===== src/rtl/iter_shifter_if.sv =====
// iter_shifter_if: request/response bundle for the iterative shifter.
//   start_i  - request strobe, sampled by the shifter only while busy_o is low
//   src_i    - operand
//   shamt_i  - shift amount, 0..WIDTH-1
//   dir_i    - 0 = right, 1 = left
//   mode_i   - 00 logical, 01 arithmetic, 10 rotate, 11 logical
//   busy_o   - shift in progress
//   done_o   - one-cycle completion pulse
//   result_o - registered result, held until the next completion
// Modports: master drives requests, slave is the shifter.
interface iter_shifter_if #(
    parameter int unsigned WIDTH   = 16,
    parameter int unsigned SHAMT_W = 4
);
    logic               start_i;
    logic [WIDTH-1:0]   src_i;
    logic [SHAMT_W-1:0] shamt_i;
    logic               dir_i;
    logic [1:0]         mode_i;
    logic               busy_o;
    logic               done_o;
    logic [WIDTH-1:0]   result_o;

    modport master (
        output start_i, src_i, shamt_i, dir_i, mode_i,
        input  busy_o, done_o, result_o
    );

    modport slave (
        input  start_i, src_i, shamt_i, dir_i, mode_i,
        output busy_o, done_o, result_o
    );
endinterface


===== src/rtl/iter_shifter.sv =====
// iter_shifter: multi-cycle logical/arithmetic/rotate shifter, up to STEP bits per clock.
// Ports:
//   clk_i - clock, rising edge
//   rst_i - asynchronous active-high reset
//   bus   - iter_shifter_if slave modport (start/operands in, busy/done/result out)
// A request accepted while idle or in the done cycle is latched in full; later input
// changes have no effect until the operation completes.
module iter_shifter #(
    parameter int unsigned WIDTH   = 16,
    parameter int unsigned SHAMT_W = 4,
    parameter int unsigned STEP    = 1
) (
    input logic           clk_i,
    input logic           rst_i,
    iter_shifter_if.slave bus
);
    typedef enum logic [1:0] {StIdle, StShift, StDone} state_e;

    localparam logic [SHAMT_W-1:0] StepL  = SHAMT_W'(STEP);
    localparam logic [SHAMT_W:0]   WidthL = (SHAMT_W + 1)'(WIDTH);
    localparam logic [WIDTH-1:0]   Ones   = '1;

    state_e             r_state, w_state_next;
    logic [WIDTH-1:0]   r_data, w_data_next;
    logic [WIDTH-1:0]   r_result, w_result_next;
    logic [SHAMT_W-1:0] r_rem, w_rem_next;
    logic               r_dir, w_dir_next;
    logic [1:0]         r_mode, w_mode_next;

    logic [SHAMT_W-1:0] w_k;
    logic [SHAMT_W-1:0] w_rem_left;
    logic [SHAMT_W:0]   w_anti;
    logic [WIDTH-1:0]   w_shifted;

    // Bits moved this cycle: a full step, or whatever is left on the final step.
    assign w_k        = (r_rem < StepL) ? r_rem : StepL;
    assign w_rem_left = r_rem - w_k;
    assign w_anti     = WidthL - {1'b0, w_k};

    always_comb begin
        w_shifted = '0;
        if (r_mode == 2'b10) begin
            w_shifted = r_dir ? ((r_data << w_k) | (r_data >> w_anti))
                              : ((r_data >> w_k) | (r_data << w_anti));
        end else if (r_dir) begin
            w_shifted = r_data << w_k;
        end else if (r_mode == 2'b01) begin
            // MSB is never displaced by a right arithmetic shift, so it is still the src sign.
            w_shifted = (r_data >> w_k) | (r_data[WIDTH-1] ? ~(Ones >> w_k) : '0);
        end else begin
            w_shifted = r_data >> w_k;
        end
    end

    always_comb begin
        w_state_next  = r_state;
        w_data_next   = r_data;
        w_result_next = r_result;
        w_rem_next    = r_rem;
        w_dir_next    = r_dir;
        w_mode_next   = r_mode;
        case (r_state)
            StShift: begin
                w_data_next = w_shifted;
                w_rem_next  = w_rem_left;
                if (w_rem_left == '0) begin
                    w_result_next = w_shifted;
                    w_state_next  = StDone;
                end
            end
            default: begin
                // Idle and done both accept, giving back-to-back issue from done.
                w_state_next = StIdle;
                if (bus.start_i) begin
                    w_data_next = bus.src_i;
                    w_rem_next  = bus.shamt_i;
                    w_dir_next  = bus.dir_i;
                    w_mode_next = bus.mode_i;
                    if (bus.shamt_i == '0) begin
                        w_result_next = bus.src_i;
                        w_state_next  = StDone;
                    end else begin
                        w_state_next = StShift;
                    end
                end
            end
        endcase
    end

    always_ff @(posedge clk_i or posedge rst_i) begin
        if (rst_i) begin
            r_state  <= StIdle;
            r_data   <= '0;
            r_result <= '0;
            r_rem    <= '0;
            r_dir    <= 1'b0;
            r_mode   <= 2'b00;
        end else begin
            r_state  <= w_state_next;
            r_data   <= w_data_next;
            r_result <= w_result_next;
            r_rem    <= w_rem_next;
            r_dir    <= w_dir_next;
            r_mode   <= w_mode_next;
        end
    end

    assign bus.busy_o   = (r_state == StShift);
    assign bus.done_o   = (r_state == StDone);
    assign bus.result_o = r_result;
endmodule


===== src/flat_wrapper.sv =====
// flat-port wrapper written by rule: the top's interface ports become plain ports
module iter_shifter_flat 
#(
    parameter int unsigned WIDTH   = 16,
    parameter int unsigned SHAMT_W = 4,
    parameter int unsigned STEP    = 1
)
  (clk_i, rst_i, bus_start_i, bus_src_i, bus_shamt_i, bus_dir_i, bus_mode_i, bus_busy_o, bus_done_o, bus_result_o);
  iter_shifter_if #(.WIDTH(WIDTH), .SHAMT_W(SHAMT_W)) bus_i ();
  input logic clk_i;
  input logic rst_i;
  input wire logic [$bits(bus_i.start_i)-1:0] bus_start_i;
  input wire logic [$bits(bus_i.src_i)-1:0] bus_src_i;
  input wire logic [$bits(bus_i.shamt_i)-1:0] bus_shamt_i;
  input wire logic [$bits(bus_i.dir_i)-1:0] bus_dir_i;
  input wire logic [$bits(bus_i.mode_i)-1:0] bus_mode_i;
  output wire logic [$bits(bus_i.busy_o)-1:0] bus_busy_o;
  output wire logic [$bits(bus_i.done_o)-1:0] bus_done_o;
  output wire logic [$bits(bus_i.result_o)-1:0] bus_result_o;
  assign bus_i.start_i = bus_start_i;
  assign bus_i.src_i = bus_src_i;
  assign bus_i.shamt_i = bus_shamt_i;
  assign bus_i.dir_i = bus_dir_i;
  assign bus_i.mode_i = bus_mode_i;
  assign bus_busy_o = bus_i.busy_o;
  assign bus_done_o = bus_i.done_o;
  assign bus_result_o = bus_i.result_o;
  iter_shifter #(.WIDTH(WIDTH), .SHAMT_W(SHAMT_W), .STEP(STEP)) u_core (.clk_i(clk_i), .rst_i(rst_i), .bus(bus_i));
endmodule

===== config.mk =====
export PLATFORM = sky130hd
export DESIGN_NAME = iter_shifter_flat
export DESIGN_NICKNAME = d
export VERILOG_FILES = /design/src/rtl/iter_shifter_if.sv /design/src/rtl/iter_shifter.sv /design/src/flat_wrapper.sv
export SDC_FILE = /design/constraint.sdc
export NUM_CORES = 1
export LEC_CHECK = 0
export CORE_UTILIZATION = 58
export CTS_CLUSTER_SIZE = 14
export DETAILED_ROUTE_END_ITERATION = 16
export PLACE_DENSITY = 0.88
export SLEW_MARGIN = 20
export SYNTH_ARGS = -nofsm -noshare
export SYNTH_HDL_FRONTEND = slang
export SYNTH_SLANG_ARGS = --single-unit

===== constraint.sdc =====
create_clock -name clk_i -period 7.55 [get_ports clk_i]
set_input_delay 1.51 -clock clk_i [delete_from_list [all_inputs] [get_ports clk_i]]
set_output_delay 1.51 -clock clk_i [all_outputs]
set_load 0.02 [all_outputs]

---- Word-level counts from Yosys, hierarchy flattened ----
Index checks and enable logic that the tools add are counted.
cells by class
  add/sub/neg operators ................... 2
  magnitude comparators ................... 1
  equality and inequality tests ........... 5
  shifts and indexed selects .............. 5
  multiplexer cells ....................... 18
  bitwise gates (word level) .............. 5
  reductions and logical operators ........ 6
operators with widths
  kind                   count
  $mux 16                11
  $or 16x16->16          3
  $not 16->16            1
  $shl 16x4->16          1
  $shl 16x5->16          1
  $shr 16x4->16          1
  $shr 16x4->16 const A  1
  $shr 16x5->16          1
  $mux 4                 3
  $logic_not 4->1        2
  $mux 2                 4
  $sub 5x4->5 const A    1
  $eq 2x1->1 const B     2
  $eq 2x2->1 const B     2
  $lt 4x1->1 const B     1
  $reduce_bool 2->1      2
  $sub 4x4->4            1
  $reduce_and 3->1       1
  $ne 2x1->1 const B     1
  $reduce_and 2->1       1
  $not 1->1              1
word-level totals
  bits in registers ....................... 41
  input bits .............................. 26
  output and inout port bits .............. 18

---- Longest topological paths before layout ----
Gate-level depths: netlist of run 1.
  depth after elaboration ................. 11
  gate-level depth with buffers ........... 12
  depth with buffers taken out ............ 8

---- Worst setup path before layout of run 1 ----
No wires, ideal clock.
  kind .................................... reg2reg
  start point ............................. register u_core.r_rem[1]
  end point ............................... register u_core.r_result[2], in the netlist u_core.bus.result_o[2]
  setup time .............................. 125 ps
  data arrival time ....................... 2895 ps
  required time ........................... 7425 ps
  setup slack ............................. 4530 ps
  stages on the path, launching flop included .. 13
  buffers on the path ..................... 4
  period minus slack after synthesis ...... 3020 ps
  cell sequence ........................... dfrtp_1 > buf_6 > or4_4 > buf_12 > buf_2 > nand2b_1 > ha_1 > or4b_1 > o311ai_2 > a21oi_4 > inv_2 > buf_6 > mux2_4
between the ends
  word-level cells in the longest chain between the ends .. 11
  elaborated cells between the ends (all ways) .. 23
  those cells by class .................... 2 x add/sub; 1 x order compare; 1 x eq/ne; 5 x shift; 8 x mux; 4 x bitwise; 2 x reduce/logical
ends and longest elaborated chain
  what                                                  RTL line             text
  start: declaration                                    iter_shifter.sv:26   logic [SHAMT_W-1:0] r_rem, w_rem_next;
  start signal: assignment                              iter_shifter.sv:102  r_rem <= w_rem_next;
  branches (longest 11 deep; another with $sub 5x4->5)  n/a
  end signal: assignment                                iter_shifter.sv:101  r_result <= w_result_next;
  end: declaration                                      iter_shifter.sv:25   logic [WIDTH-1:0] r_result, w_result_next;
Several ways; the timed one is not identified. The select of a mux whose other input is x is not followed.
A chain may end at the register's enable or synchronous reset.

---- Worst setup path after layout of run 1 ----
  start point ............................. input port bus_start_i
  end point ............................... register u_core.r_result[4], in the netlist u_core.bus.result_o[4]
between the ends
  word-level cells in the longest chain between the ends .. 2
ends and longest elaborated chain
  what                         RTL line            text
  start: declaration           flat_wrapper.sv:12  input wire logic [$bits(bus_i.start_i)-1:0] bus_start_i;
  $reduce_bool 2->1 (no line)  n/a
  $reduce_and 3->1 (no line)   n/a
Every way passes these cells.

==> results of run 1 <==
[logic make-up (layout without fill, tap and decap cells)]
family | Yosys count | count (layout) | synth area share
muxes | 29 | 29 | 0.1184
adders and majority gates | 5 | 5 | 0.02331
other | 2 | 3 | 0.002798
DFF | 41 | 41 | 0.3823
and+or+nand+nor | 83 | 83 | 0.1697
buffers and inverters | 31 | 61 | 0.06201
AOI/OAI and AO/OA | 87 | 87 | 0.2415
[sequential cells by signal, indices dropped and copies added, names as in the netlist]
name / count
u_core.r_rem: 4
u_core.r_data: 16
u_core.r_dir: 1
u_core.bus.result_o: 16
u_core.r_mode: 2
u_core.r_state: 2
[worst paths after layout]
check | from | end | slack [ps] | depth (start not counted)
setup / recovery | bus_start_i | u_core.bus.result_o[4]$_DFFE_PP0P_ | 3990 | 5
hold / removal | u_core.bus.result_o[2]$_DFFE_PP0P_ | u_core.bus.result_o[2]$_DFFE_PP0P_ | 520 | 1
setup reg to reg | u_core.r_rem[1]$_DFFE_PP0P_ | u_core.bus.result_o[4]$_DFFE_PP0P_ | 4260 | 8
hold reg to reg | u_core.bus.result_o[2]$_DFFE_PP0P_ | u_core.bus.result_o[2]$_DFFE_PP0P_ | 520 | 1
max in group asynchronous | rst_i | u_core.r_mode[0]$_DFFE_PP0P_ | 5540 | 3
min in group asynchronous | rst_i | u_core.r_rem[2]$_DFFE_PP0P_ | 1630 | 3
[per-layer routing]
metal	share of wire	GRT usage
met1	0.43	0.3745
met2	0.49	0.4776
met3	0.068	0.06349
met4	0.016	0.1000
met5	0	0
[through the flow]
step | setup slack (ps) | hold WS [ps] | std cells
after CTS | 4031 | 518.2 | 361
after global routing | 3897 | 545.6 | 361
final | 3991 | 515.9 | 361
after floorplan | 4530 | 525.3 | 279
after detailed placement | 3711 | 500.6 | 355
after global placement | 3773 | 502.8 | 355
[where the power goes]
| part | switching, W | internal [W] |
|---|---|---|
| registers | 0.000150 | 0.000334 |
| logic | 0.000491 | 0.000420 |
| clock network | 0.0000719 | 0.0000608 |
[cells in the final DEF, fill, tap and decap left out, types with 4 or more instances in the layout]
cell / netlist / routed
a211oi_1: 6 / 6
a21oi_1: 7 / 7
a22o_1: 5 / 5
a22oi_1: 4 / 4
a31oi_1: 11 / 11
clkbuf_8: 0 / 5
clkdlybuf4s50_1: 0 / 43
dfrtp_1: 41 / 41
ha_1: 5 / 5
inv_1: 7 / 7
mux2_2: 8 / 8
mux2i_1: 19 / 19
nand2_1: 25 / 25
nand2b_1: 9 / 9
nor2_1: 17 / 17
nor2b_1: 4 / 4
o211ai_1: 9 / 9
o21ai_0: 13 / 13
o22ai_1: 7 / 7
o31ai_1: 4 / 4
[area by class of cell]
| cell class | instances | area, um^2 | share of cell area |
|---|---|---|---|
| inverters | 10 | 42.54 | 0.01351 |
| multi-input cells | 207 | 1495 | 0.4750 |
| clock buffers | 5 | 68.82 | 0.02186 |
| repair buffers | 45 | 445.4 | 0.1415 |
| flip-flops and latches | 41 | 1026 | 0.3259 |
| clock inverters | 1 | 5.005 | 0.001590 |
| well taps | 52 | 65.06 | 0.02067 |
[worst max-delay path, stage by stage]
cell and delay, ps:
clkdlybuf4s50_1 1010, and3_1 500, a21oi_4 90, inv_2 250, mux2_2 360
==> results.toml, run 1 <==
[cts]
clock_path_buffers = 2
cts_sinks = 41
ctsHoldBuffers = 0
cts-htree-levels = 2
postCtsSetupBuffers = 0
cts_tree = "done"
postCtsResizedCells = 0
clockRootBuffer = "clkbuf_8"
clk_latency_ps = 300
cts_buffers = 5
clk_pin_slew_ps = 70

[logic_synthesis]
yosysUniqueCellTypes = 61
synth-async-reset-ratio = 1.000
synthMostInstantiatedCell = "dfrtp_1"
ys_seq_area_frac = 0.3823
syn_area_per_cell_um2 = 9.654
ys_top_cells_by_count = "dfrtp_1, nand2_1, mux2i_1, nor2_1"
synthCells = 278
ys_warn_count = 0
synth.ff_latch_count = 41
synth_top_area_share = 0.3823
yosys-top-cells-area = "dfrtp_1, mux2i_1, nand2_1"
synthFlopType = "dfrtp_1"
yosys.area.top_type = "dfrtp_1"
synth_edf_count = 0
synthesis.area_um2 = 2684

[layout]
area_growth_syn_to_layout_pct = 17.30
final_cell_area_um2 = 3148
nets = 341
layout-drive-gt1-share = 0.1003
finish.utilization = 0.7132
diodes = 0
nFillCells = 366

[route]
drc = 0
dr.pass1.iters = 4
postRouteWirelength_um = 6746
dr_total_vias = 2361
post_drt_wl_per_cell_um = 18.69
antenna_left = 0
viasPerCell = 6.540
first_iter_violations = 205

[floorplanning]
pin_count = 44
die-area_um2 = 4904
die_y_um = 70.03
core_area_um2 = 4414
initial_utilization = 0.6080
rows = 24
dieWidth_um = 70.03

[placed_design]
place_area_um2 = 3074
place.port_buffers = 43
place_congestion = 0.8864
dp_hpwl_um = 4620

[grt]
grt_max_degree = 42
grt_pass1_vias = 2285
grt_overflow_total = 0
track_usage = 0.2889
antenna_found_initial = 0
grt_pass1_wl_um = 11170

[run]
maxCapViolCount = 0

[sta]
fmax_mhz = 281.0
min_period_over_period = 0.4714
tightest_slew_ps = 938.3
setup_violations = 0
rsz0062_at_grt = "false"
slew_headroom = 0.3745
hold_viol_final = 0
drv_slew = 0
skew_ps = 8.314
fin_crit_ps = 3559
fin_setup_tns_ps = 0

[pwr]
p_per_area_nw_per_um2 = 485.5
irDropWorstVdd_v = 0.0002517
power.leakage_nw = 1.324
finalPower_w = 0.001528

[outcome]
status = "completed"

[min_path]
min_path_type = "flop to flop"

[critical_path]
startpoint_type = "input pin"
crit_type = "input pin to flop"
arrival_ps = 3740
cp.required_ps = 7730
crit_fanout = 20
cp-end-kind = "flop"
Note: power is estimated with default switching activity, not from simulation.
==> run 2: changes to the inputs <==
- CORE_UTILIZATION: 58 -> 54
- PLACE_DENSITY: 0.88 -> 0.83
- clock period: 7.55 -> 3.4 ns (I/O delays scaled with it)
==> results.toml, run 2 (synthesized netlist as in run 1, its figures left out) <==
[critical_path]
crit_type = "flop to flop"
max_stage_delay_ps = 670
crit_fanout = 12
arrival_ps = 3270
cp-end-kind = "flop"
cpMaxStageDelayCell = "o311ai_2"
startpoint_type = "flop"
cp.required_ps = 3590
cp_cell_sequence = "or4_4 -> nand2b_1 -> ha_1 -> nor2_1 -> o311ai_2 -> a21oi_4 -> inv_2 -> mux2_2"

[pwr]
irDropWorstVdd_v = 0.0006816
p_per_area_nw_per_um2 = 1086
power.leakage_nw = 1.347

[sta]
slew_headroom = 0.3274
fmax_mhz = 325.3
hold_viol_final = 0
fin_ws_ps = 325.5
setup_violations = 0
fin_crit_ps = 3075
fin_setup_tns_ps = 0
rsz0062_at_grt = "false"
tightest_slew_ps = 1009
skew_ps = 5.009
hold_ws_ps = 517.6
min_period_over_period = 0.9043
drv_slew = 0

[cts]
clockRootBuffer = "clkbuf_8"
cts_sinks = 41
cts_buffers = 5
postCtsSetupBuffers = 0
clock_path_buffers = 2
cts_tree = "done"
ctsHoldBuffers = 0
clk_pin_slew_ps = 80
cts-htree-levels = 2
postCtsResizedCells = 0
clk_latency_ps = 310

[route]
first_iter_violations = 273
postRouteWirelength_um = 7096
dr.pass1.iters = 5
drc = 0
antenna_left = 0
viasPerCell = 6.389
post_drt_wl_per_cell_um = 18.67
dr_total_vias = 2428

[layout]
finish.utilization = 0.6750
final_common_cell = "clkdlybuf4s50_1"
diodes = 0
nets = 343
mostFrequentLayoutCells = "clkdlybuf4s50_1, dfrtp_1, nand2_1, mux2i_1, nor2_1"
layout-drive-gt1-share = 0.1118
area_growth_syn_to_layout_pct = 19.58
final_cells = 380

[floorplanning]
rows = 25
initial_utilization = 0.5645
pin_count = 44
dieWidth_um = 72.50
die-area_um2 = 5256
die_y_um = 72.50
core_area_um2 = 4755

[grt]
antenna_found_initial = 0
track_usage = 0.2826
grt_pass1_wl_um = 11220
grt_overflow_total = 0
grt_max_degree = 42
grt_pass1_vias = 2338

[outcome]
status = "completed"

[placed_design]
place_congestion = 0.9242
dp_hpwl_um = 4873
dp_slack_ps = 385.4
place.port_buffers = 43
dp_cells = 372

[run]
maxCapViolCount = 0

[min_path]
min_path_type = "flop to flop"
[run 2: cell types whose count changed in the layout (fill, tap and decap cells not counted)]
cell and change:
buf_4 +2, clkbuf_8 +2
[run 2: power by group]
group / internal [W] / switching [W]
clock network: 0.000184 / 0.000180
logic: 0.000938 / 0.00110
registers: 0.000742 / 0.000337
total: 0.00186 / 0.00162
[run 2: path summary, 6_finish.rpt]
check                                               startpoint                                   to  slack, ps  cells after the start
max in group asynchronous                                rst_i         u_core.r_data[6]$_DFFE_PP0P_       2220                      3
hold reg to reg            u_core.bus.result_o[13]$_DFFE_PP0P_  u_core.bus.result_o[13]$_DFFE_PP0P_        520                      1
hold / removal             u_core.bus.result_o[13]$_DFFE_PP0P_  u_core.bus.result_o[13]$_DFFE_PP0P_        520                      1
setup reg to reg                   u_core.r_rem[1]$_DFFE_PP0P_   u_core.bus.result_o[4]$_DFFE_PP0P_        330                      8
min in group asynchronous                                rst_i  u_core.bus.result_o[13]$_DFFE_PP0P_        800                      3
setup / recovery                   u_core.r_rem[1]$_DFFE_PP0P_   u_core.bus.result_o[4]$_DFFE_PP0P_        330                      8
[run 2: per-layer routing]
layer  vias to the layer above  routed length [um]  global-route usage
met5                         -                   0                   0
met4                         0                 161              0.1111
met3                        16                 521             0.07639
met2                       109                3336              0.4579
met1                      1193                3077              0.3595
li1                       1110                   -                   -
[run 2: worst max-delay path: cells and delay by family (launching register included)]
family / cells / cell delay, ps
AOI/OAI and AO/OA: 2 / 860
buffers and inverters: 1 / 270
adders and majority gates: 1 / 220
DFF: 1 / 470
and+or+nand+nor: 3 / 780
muxes: 1 / 370
[run 2: metrics by stage]
stage	area (um^2)	power, W
floorplan	2688	0.002511
global placement	3108	0.003025
detailed placement	3108	0.003089
CTS	3209	0.003457
global route	3209	0.003705
finish	3209	0.003485
[run 2: area by class of cell]
type / instances / area [um^2]
Fill cell: 379 / 1545
Multi-Input combinational cell: 207 / 1495
Sequential cell: 41 / 1026
Timing Repair Buffer: 47 / 460.4
Clock buffer: 7 / 96.34
Tap cell: 67 / 83.83
Inverter: 10 / 42.54
Clock inverter: 1 / 5.005
==> run 3: changes to the inputs <==
- HOLD_SLACK_MARGIN: not set -> 0.02
==> results of run 3 <==
Same layout as run 2: the final DEF is identical, and so are final timing and power.
